==> config.mk <==
export PLATFORM = sky130hd
export DESIGN_NAME = adder_tree_feeder
export DESIGN_NICKNAME = d
export VERILOG_FILES = /design/src/rtl/adder_tree_feeder.sv
export SDC_FILE = /design/constraint.sdc
export NUM_CORES = 1
export LEC_CHECK = 0
export ABC_AREA = 1
export CAP_MARGIN = 25
export CORE_MARGIN = 1.5
export CORE_UTILIZATION = 40
export CTS_CLUSTER_SIZE = 25
export DETAILED_ROUTE_END_ITERATION = 8
export PLACE_DENSITY = 0.74
export SLEW_MARGIN = 10
export SYNTH_ARGS = -nofsm -noshare
export SYNTH_HDL_FRONTEND = slang
export SYNTH_SLANG_ARGS = --single-unit
==> constraint.sdc <==
create_clock -name clk -period 1.79 [get_ports clk]
set_input_delay 0.179 -clock clk [delete_from_list [all_inputs] [get_ports clk]]
set_output_delay 0.179 -clock clk [all_outputs]
set_load 0.01 [all_outputs]
==> src/rtl/adder_tree_feeder.sv <==
// Double-buffered serial-to-parallel packer feeding the adder tree: words fill lanes
// in order, and the completed vector is presented registered and held until taken.
module adder_tree_feeder #(
  parameter int unsigned INPUTS_NUM  = 6,
  parameter int unsigned IDATA_WIDTH = 32,
  localparam int unsigned CNT_W      = $clog2(INPUTS_NUM + 1)
) (
  input  logic                              clk,
  input  logic                              rst_n,
  input  logic                              s_valid,
  output logic                              s_ready,
  input  logic [IDATA_WIDTH-1:0]            s_data,
  input  logic                              s_last,
  output logic                              m_valid,
  input  logic                              m_ready,
  output logic [INPUTS_NUM*IDATA_WIDTH-1:0] m_data,
  output logic [CNT_W-1:0]                  m_count
);

  localparam int unsigned VecW = INPUTS_NUM * IDATA_WIDTH;
  localparam logic [CNT_W-1:0] LastIdx = CNT_W'(INPUTS_NUM - 1);

  typedef enum logic [0:0] {StFill, StWait} state_e;

  state_e            state_q, state_d;
  logic [VecW-1:0]   fill_q, fill_d;
  logic [CNT_W-1:0]  idx_q, idx_d;
  logic [VecW-1:0]   out_data_q, out_data_d;
  logic [CNT_W-1:0]  out_count_q, out_count_d;
  logic              m_valid_q, m_valid_d;

  logic              s_hs, m_hs, complete;
  logic [VecW-1:0]   fill_wr;

  always_comb begin
    s_ready  = (state_q == StFill);
    s_hs     = s_valid && s_ready;
    m_hs     = m_valid_q && m_ready;
    complete = s_hs && (s_last || (idx_q == LastIdx));

    fill_wr = fill_q;
    for (int k = 0; k < int'(INPUTS_NUM); k++) begin
      if (idx_q == CNT_W'(k)) fill_wr[k*IDATA_WIDTH +: IDATA_WIDTH] = s_data;
    end

    state_d     = state_q;
    fill_d      = fill_q;
    idx_d       = idx_q;
    out_data_d  = out_data_q;
    out_count_d = out_count_q;
    m_valid_d   = m_valid_q;

    // Data/count are retained when the consumer drains with nothing to replace them.
    if (m_hs) m_valid_d = 1'b0;

    unique case (state_q)
      StFill: begin
        if (s_hs) begin
          if (complete && (!m_valid_q || m_ready)) begin
            out_data_d  = fill_wr;
            out_count_d = idx_q + CNT_W'(1);
            m_valid_d   = 1'b1;
            fill_d      = '0;
            idx_d       = '0;
          end else begin
            // In StWait idx_q holds the completed vector's word count.
            fill_d = fill_wr;
            idx_d  = idx_q + CNT_W'(1);
            if (complete) state_d = StWait;
          end
        end
      end
      StWait: begin
        if (m_hs) begin
          out_data_d  = fill_q;
          out_count_d = idx_q;
          m_valid_d   = 1'b1;
          fill_d      = '0;
          idx_d       = '0;
          state_d     = StFill;
        end
      end
      default: state_d = StFill;
    endcase
  end

  always_ff @(posedge clk or negedge rst_n) begin
    if (!rst_n) begin
      state_q     <= StFill;
      fill_q      <= '0;
      idx_q       <= '0;
      out_data_q  <= '0;
      out_count_q <= '0;
      m_valid_q   <= 1'b0;
    end else begin
      state_q     <= state_d;
      fill_q      <= fill_d;
      idx_q       <= idx_d;
      out_data_q  <= out_data_d;
      out_count_q <= out_count_d;
      m_valid_q   <= m_valid_d;
    end
  end

  assign m_valid = m_valid_q;
  assign m_data  = out_data_q;
  assign m_count = out_count_q;

endmodule

==> run summary, run 1 <==
In this run the core area contains 81 standard-cell rows. Timing analysis after detailed placement gives a worst setup slack of -0.08680 ns. For this run, the detailed router's first-pass iteration total came to 6. In this run the tool buffered the top-level ports with 233 buffer cells.

Counting every net in the synthesized netlist gives 2808. At the pin with the least slew margin, the transition time is 0.6345 ns. For the final-report max-slew violation count, the log shows 0. The number of antenna violations at the first check in global routing was 0; the top-level port count was 234. The highest metal layer carrying signal wires in the routed design is met4.

For the worst setup slack for register-to-register paths, the log shows 0.02 ns. Class of the tightest hold or removal check: input port to asynchronous set/reset pin. On the critical path, the stage with the largest delay is an instance of sky130_fd_sc_hd__dfrtp_1. The die covers 51090 um^2.

Measured along the x axis, the die boundary spans 226.0 um. TritonCTS built the clock tree. The tools report the endpoint kind of the worst setup timing path as a flop.

The logs give 2.21 ns for the arrival time at the worst endpoint and 392 for the number of clock sinks. The run gives 46820 uW as the total power draw. Summing every instance area after synthesis gives 19900 um^2. For this run, the top clock speed supported by timing is 0.5665 GHz.

The detailed-route wire length came out at 69.40 mm. The die height is 226.0 um, and the global-route wire length before repair is 100.6 mm. The number of levels in the clock H-tree is 2, and the met3 wirelength from detailed routing is 6.843 mm.

For this run, design rule violations remaining after detail routing come to 0. For the final database, setup skew stands at 0.03145 ns. Once routing completed, OpenROAD measured the worst setup slack at 0.02467 ns. The post-synthesis to final-layout area growth works out to 29.68%. Headroom to the max-slew limit came out at 57.70%. The weighted congestion at the end of routability-driven global placement came out at 0.8382.

The critical path goes through inv_2 > ha_2 > nand2_2 > nand2_2 > nand3_4 > buf_12 > nand2_8 > buf_16 > nand2_1 > nand2_1. The maximum fanout count along the critical path is 19, and the number of global-route vias before repair is 17450. The power density of the placed cells came out at 1815 nW/um^2. Synthesis handed over a netlist of 2766 instances.

The number of clock buffers added by TritonCTS is 43. Setup repair after global routing could not meet its margin everywhere. Setup violations remaining at the end of the flow were counted as 0.

Dividing the synthesized area by the synthesized cell count gives 7.193 um^2. The first routing iteration left 2361 violations. Global routing finished with a remaining overflow of 0.

In this run the remaining antenna-violating nets after routing total 0. Global routing used 25.37% of the available tracks across all layers. The fraction of the cycle the final worst path needs is 98.62%, and the wire length the detailed router placed on met1 is 28.67 mm. Kind of critical path: flop to flop.

The area of the core was 49050 um^2; the number of storage elements in the synthesis netlist was 392. The logs give 0.0008986 V for the worst voltage drop across the vdd grid and 2.23 ns for the data required time at the worst endpoint. The root buffer cell chosen for the clock tree is sky130_fd_sc_hd__clkbuf_16. The flow ran to the end, and the final reports show no timing, DRC or antenna violations. For this design the static power due to leakage is 0.01331 uW. At the later pin of the worst-skew pair, clock insertion delay measures 0.58 ns. On the worst path, the slowest cell contributes a delay of 0.38 ns.

After clock tree synthesis, the clock-pin slew on the worst setup and hold paths is 0.06 ns. Once the floorplan was initialized, standard cells occupied 40.56% of the core. The average routed wire per standard cell is 18.83 um, and the number of nets at the end of the flow is 3034.

Across the run, the number of max-cap violations was 0. Sequential cells were found to cover 49.31% of the synthesized design area. The via count normalized by instance count came out at 5.256. The count of endpoints failing hold in the final timing report was 0. The startpoint type of the worst setup path was a flop. The routed design uses 31.22 mm of met2 wire. Entering global routing, the biggest net connects 80 pins. The worst path needs 1.765 ns of the cycle, external delays included. The run gives 41.61 mm as the sum of net half-perimeters after detailed placement. The netlist uses 19 different library cells. The number of warnings issued by yosys was 0; the fraction of layout instances using a drive strength above 1 was 7.950%. The clock passes through at most 3 buffers.

Detailed routing inserted a total of 19370 vias.
power by group:
group / leakage (uW) / switching (uW) / internal, uW
Combinational: 0.00745 / 13700 / 9770
Sequential: 0.00519 / 2380 / 12300
Clock: 0.000664 / 3700 / 4990
logic make-up after synthesis:
logic type                 share of synthesized area, %
DFF                                               49.31
AOI/OAI and AO/OA                                 5.811
adders and majority gates                        0.3144
and+or+nand+nor                                   35.28
buffers and inverters                             9.289
sequential cells by signal, summed over array words and instances (netlist names):
signal	count
fill_q	192
m_data	192
idx_q	3
m_count	3
m_valid	1
state_q	1
metrics by stage:
step                      instances  hold slack, ns  util, %  setup TNS [ns]  cell area [um^2]
after floorplan                2766         -0.1166        -          -1.388             19900
after global placement         3580         0.06204    48.31       -0.003418             23700
after detailed placement       3580         0.06322    48.31          -11.24             23700
after CTS                      3656         0.06436    51.14          -1.351             25080
after global routing           3683         0.08618    52.59         -0.4260             25800
final                          3685         0.06937    52.60               0             25800
cell type report:
cell class                 count  area [um^2]
fill                        4639        23250
clock buffer                  61         1254
clock inverter                11        88.84
timing repair buffer         379         4531
inverter                     236        909.6
sequential                   392         9813
tap                          664        830.8
antenna                        2        5.005
multi-input combinational   1940         8369
synth_stat cells:
master,number,area share (%)
sky130_fd_sc_hd__dfrtp_1,392,49
sky130_fd_sc_hd__or2_2,1,0.031
sky130_fd_sc_hd__o21ai_1,18,0.45
sky130_fd_sc_hd__nor2_1,3,0.057
sky130_fd_sc_hd__o21ai_0,213,5.4
sky130_fd_sc_hd__nand3_1,483,12
sky130_fd_sc_hd__buf_2,64,1.6
sky130_fd_sc_hd__nand2_2,2,0.063
sky130_fd_sc_hd__ha_1,5,0.31
sky130_fd_sc_hd__buf_6,13,0.74
sky130_fd_sc_hd__inv_2,1,0.019
sky130_fd_sc_hd__buf_1,24,0.45
sky130_fd_sc_hd__nand3_2,2,0.10
sky130_fd_sc_hd__buf_4,8,0.30
sky130_fd_sc_hd__inv_1,235,4.4
sky130_fd_sc_hd__nand2_4,1,0.057
sky130_fd_sc_hd__nand2_1,1208,23
sky130_fd_sc_hd__nor2_2,1,0.031
sky130_fd_sc_hd__clkbuf_1,92,1.7
layer usage:
metal / up-vias / track usage, %
li1: 9163 / -
met2: 941 / 38.85
met4: 0 / 9.312
met5: - / 0
met3: 142 / 4.827
met1: 9124 / 35.68
critical path: cells and delay by family (launching register included):
| kind | cells | cell delay (ns) |
|---|---|---|
| buf+inv | 3 | 0.47 |
| simple gates | 6 | 0.58 |
| flops | 1 | 0.38 |
| fa+ha+maj | 1 | 0.19 |
final timing paths:
path,from,endpoint,cells past startpoint
setup / recovery,idx_q[1],m_data[32],10
setup reg to reg,idx_q[1],m_data[32],10
max in group asynchronous,rst_n,fill_q[113],3
hold reg to reg,fill_q[127],fill_q[127],2
hold / removal,rst_n,m_data[20],2
min in group clk,m_ready,state_q,4
layout by cell type, fill, tap and decap left out:
master | netlist | layout
sky130_fd_sc_hd__buf_12 | 0 | 45
sky130_fd_sc_hd__buf_16 | 0 | 9
sky130_fd_sc_hd__buf_4 | 8 | 62
sky130_fd_sc_hd__buf_6 | 13 | 9
sky130_fd_sc_hd__buf_8 | 0 | 4
sky130_fd_sc_hd__bufinv_16 | 0 | 1
sky130_fd_sc_hd__clkbuf_1 | 92 | 7
sky130_fd_sc_hd__clkbuf_16 | 0 | 60
sky130_fd_sc_hd__clkbuf_8 | 0 | 11
sky130_fd_sc_hd__clkdlybuf4s50_1 | 0 | 230
sky130_fd_sc_hd__clkinv_2 | 0 | 7
sky130_fd_sc_hd__clkinvlp_4 | 0 | 3
sky130_fd_sc_hd__dfrtp_1 | 392 | 391
sky130_fd_sc_hd__dfrtp_4 | 0 | 1
sky130_fd_sc_hd__diode_2 | 0 | 2
sky130_fd_sc_hd__dlygate4sd2_1 | 0 | 2
sky130_fd_sc_hd__dlygate4sd3_1 | 0 | 1
sky130_fd_sc_hd__ha_1 | 5 | 3
sky130_fd_sc_hd__ha_2 | 0 | 2
sky130_fd_sc_hd__inv_1 | 235 | 229
sky130_fd_sc_hd__inv_12 | 0 | 1
sky130_fd_sc_hd__inv_2 | 1 | 4
sky130_fd_sc_hd__inv_6 | 0 | 1
sky130_fd_sc_hd__inv_8 | 0 | 1
sky130_fd_sc_hd__nand2_1 | 1208 | 1199
sky130_fd_sc_hd__nand2_2 | 2 | 8
sky130_fd_sc_hd__nand2_4 | 1 | 3
sky130_fd_sc_hd__nand2_8 | 0 | 4
sky130_fd_sc_hd__nand3_1 | 483 | 483
sky130_fd_sc_hd__nand3_4 | 0 | 2
sky130_fd_sc_hd__nor2_1 | 3 | 3
sky130_fd_sc_hd__nor2_4 | 0 | 1
sky130_fd_sc_hd__o21ai_0 | 213 | 207
sky130_fd_sc_hd__o21ai_1 | 18 | 24
sky130_fd_sc_hd__or2_2 | 1 | 1
what timing repair did:
action	CTS	global route
setup endpoints to repair	47	377
resized for setup	5	48
setup buffers	3	5
pin swaps	0	6
gates cloned	0	22
hold buffers	1	0
endpoints found under the hold margin	392	0
Note: power is estimated with default switching activity, not from simulation.
==> inputs of run 2 (changes only) <==
- SKIP_LAST_GASP: default -> 1
==> run 2 against run 1 <==
  * Critical path depth shrank 9
  * Worst setup slack lost 0.0085 ns
  * Routed wire length is essentially flat
  * Count of clock-buffer cells in the layout is the same
  * Register-to-register slack is essentially flat
  * Clock skew grew 0.0019 ns
  * Largest cell class unchanged
  * Largest power group unchanged
==> run summary, run 2 (synthesis results as in run 1) <==
The via count normalized by instance count was 5.251. The logs give 6.823 mm for the met3 wirelength from detailed routing and 234 for the top-level port count. The startpoint type of the worst setup path was a flop.

For the final antenna-violating net count, the log shows 0. For this block, the via count after detailed routing is 19350. The library cell used most frequently in the layout, excluding fill and tap cells, is sky130_fd_sc_hd__nand2_1. The worst setup path is captured at a primary output. In the routed design, unresolved DRC markers number 0. The setup path with the least slack is of type flop to primary output. TritonCTS built the clock tree. The family with the most delay on the worst path is buffers and inverters. CTS built an H-tree with a depth of 2. The wire-length estimate of the detail-placed layout is 41.61 mm. In the detailed route, the total length drawn on met2 is 31.29 mm. The count of endpoints failing hold in the final timing report is 0, and the count of routing violations after the opening detailed-route iteration is 2384.

Setup repair after global routing could not meet its margin everywhere. The number of buffer and inverter instances along the worst setup path was 1; the leakage power was 0.01331 uW. Relative to the synthesized area, the layout overhead comes to 29.60%. The detailed-route wire length was 69.39 mm. The number of cells on the worst reg-to-reg path is 11. In the final layout, the share of cells above drive strength 1 is 7.784%. The area of placed instances came out at 23700 um^2.

The class of the tightest hold or removal check was input port to asynchronous set/reset pin. The total CTS buffers was 43; the number of failing setup endpoints in the final timing report was 0. The die area came out at 51090 um^2. Maximum achievable frequency: 0.5638 GHz. VDD sags by at most 0.0009012 V. The weighted congestion at the end of routability-driven global placement was 0.8382; the die height was 226.0 um. The average routed wire per standard cell was 18.83 um. For this run the aggregate overflow at the end of global routing stands at 0. On the critical path, the stage with the largest delay is an instance of sky130_fd_sc_hd__clkdlybuf4s50_1.

In the layout the commonest cells are sky130_fd_sc_hd__nand2_1 (1203), sky130_fd_sc_hd__nand3_1 (483), sky130_fd_sc_hd__dfrtp_1 (391). The clock drives 392 sinks. With fillers left out, the area of the finished cells amounts to 25780 um^2.

The count of buffers added on input and output ports is 233. The startpoint of the lowest-slack register-to-register path was idx_q[1]. The fraction of the cycle the final worst path needs was 99.10%. The detailed router used layers up to and including met4. The logs give 40.56% for the effective utilization at floorplan and 49050 um^2 for the area of the core. The number of global-route vias before repair was 17450. The maximum buffer depth of the clock tree was 3; the global-route wire length before repair was 100.6 mm.

The final clock skew was 0.03335 ns; the core utilization of the finished layout was 52.57%. The tools report the end of the worst register-to-register path as m_data[167]. The tree is rooted in a sky130_fd_sc_hd__clkbuf_16. The tools report the data required time at the worst endpoint as 1.61 ns. The tools report the number of antenna violations at the first check in global routing as 0. Power density of the placed cells: 1815 nW/um^2. Of all nets on the critical path, the largest fanout is 2. For the worst setup path, the data arrival time is 1.59 ns.

For this run, the post-layout net count is 3034. Traced cell by cell, the critical path runs through clkdlybuf4s50_1. The insertion delay to the later sink of the worst-skew pair was 0.58 ns. Measured against its own limit, the worst slew margin works out to 58.69%.

The logs give 28.67 mm for the wire length the detailed router placed on met1 and 25.37% for the total track usage. The total number of placement rows was 81; the slew at the pin with the worst max-slew slack was 0.6196 ns. The number of optimization iterations in the first detailed-route pass is 6.

For flop-to-flop paths, the worst setup slack is 0.02 ns. Entering global routing, the biggest net connects 80 pins. After clock tree synthesis, the clock-pin slew on the worst setup and hold paths is 0.06 ns. The number of max-cap violations came out at 0. The final-report max-slew violation count was 0. The die outline width was 226.0 um. The largest incremental delay on the critical path is 0.58 ns. The flow ran to the end, and the final reports show no timing, DRC or antenna violations. The smallest clock period supported by the final layout is computed as 1.774 ns.
==> run 2: how the worst max path moves through the flow <==
| stage | from | endpoint | slack [ns] | cells after the start |
|---|---|---|---|---|
| after floorplan | idx_q[2] | m_data[107] | -0.07 | 12 |
| after global placement | s_valid | fill_q[23] | -0.003 | 7 |
| after detailed placement | s_valid | fill_q[37] | -0.09 | 7 |
| after CTS | state_q | m_data[174] | -0.04 | 6 |
| after global routing | idx_q[0] | fill_q[25] | -0.04 | 8 |
| final | m_data[181] | m_data[181] | 0.02 | 1 |
==> run 2: metal layers <==
metal | GRT usage [%] | vias up
li1 | - | 9152
met1 | 35.68 | 9154
met2 | 38.85 | 900
met3 | 4.827 | 144
met4 | 9.312 | 0
met5 | 0 | -
==> run 2: repair_timing <==
item,in CTS,in global routing
gates cloned,0,22
hold buffers,1,0
setup buffers,3,5
pin swaps,0,6
hold endpoints to repair,392,0
endpoints found under the setup margin,47,377
gates resized for setup,5,41
==> run 2: cell type report <==
cell class,instances,area [um^2]
Fill cell,4641,23270
Sequential cell,392,9813
Multi-Input combinational cell,1940,8357
Timing Repair Buffer,379,4527
Clock buffer,61,1254
Inverter,236,909.6
Tap cell,664,830.8
Clock inverter,11,88.84
Antenna cell,2,5.005
==> run 2: power breakdown <==
group	switching (uW)	internal (uW)
clock	3710	4990
sequential	2390	12300
combinational	13700	9760
total	19800	27000
==> run 2: per-stage QoR <==
step / setup TNS [ns] / hold WS [ns] / total power [uW] / std cells / setup slack, ns
after floorplan: -1.388 / -0.1166 / 27170 / 2766 / -0.07048
after global placement: -0.003418 / 0.06204 / 36060 / 3580 / -0.002553
after detailed placement: -11.24 / 0.06322 / 36530 / 3580 / -0.08680
after CTS: -1.351 / 0.06436 / 45440 / 3656 / -0.04214
after global routing: -0.7416 / 0.08618 / 50030 / 3683 / -0.03720
final: 0 / 0.07076 / 46810 / 3685 / 0.01618
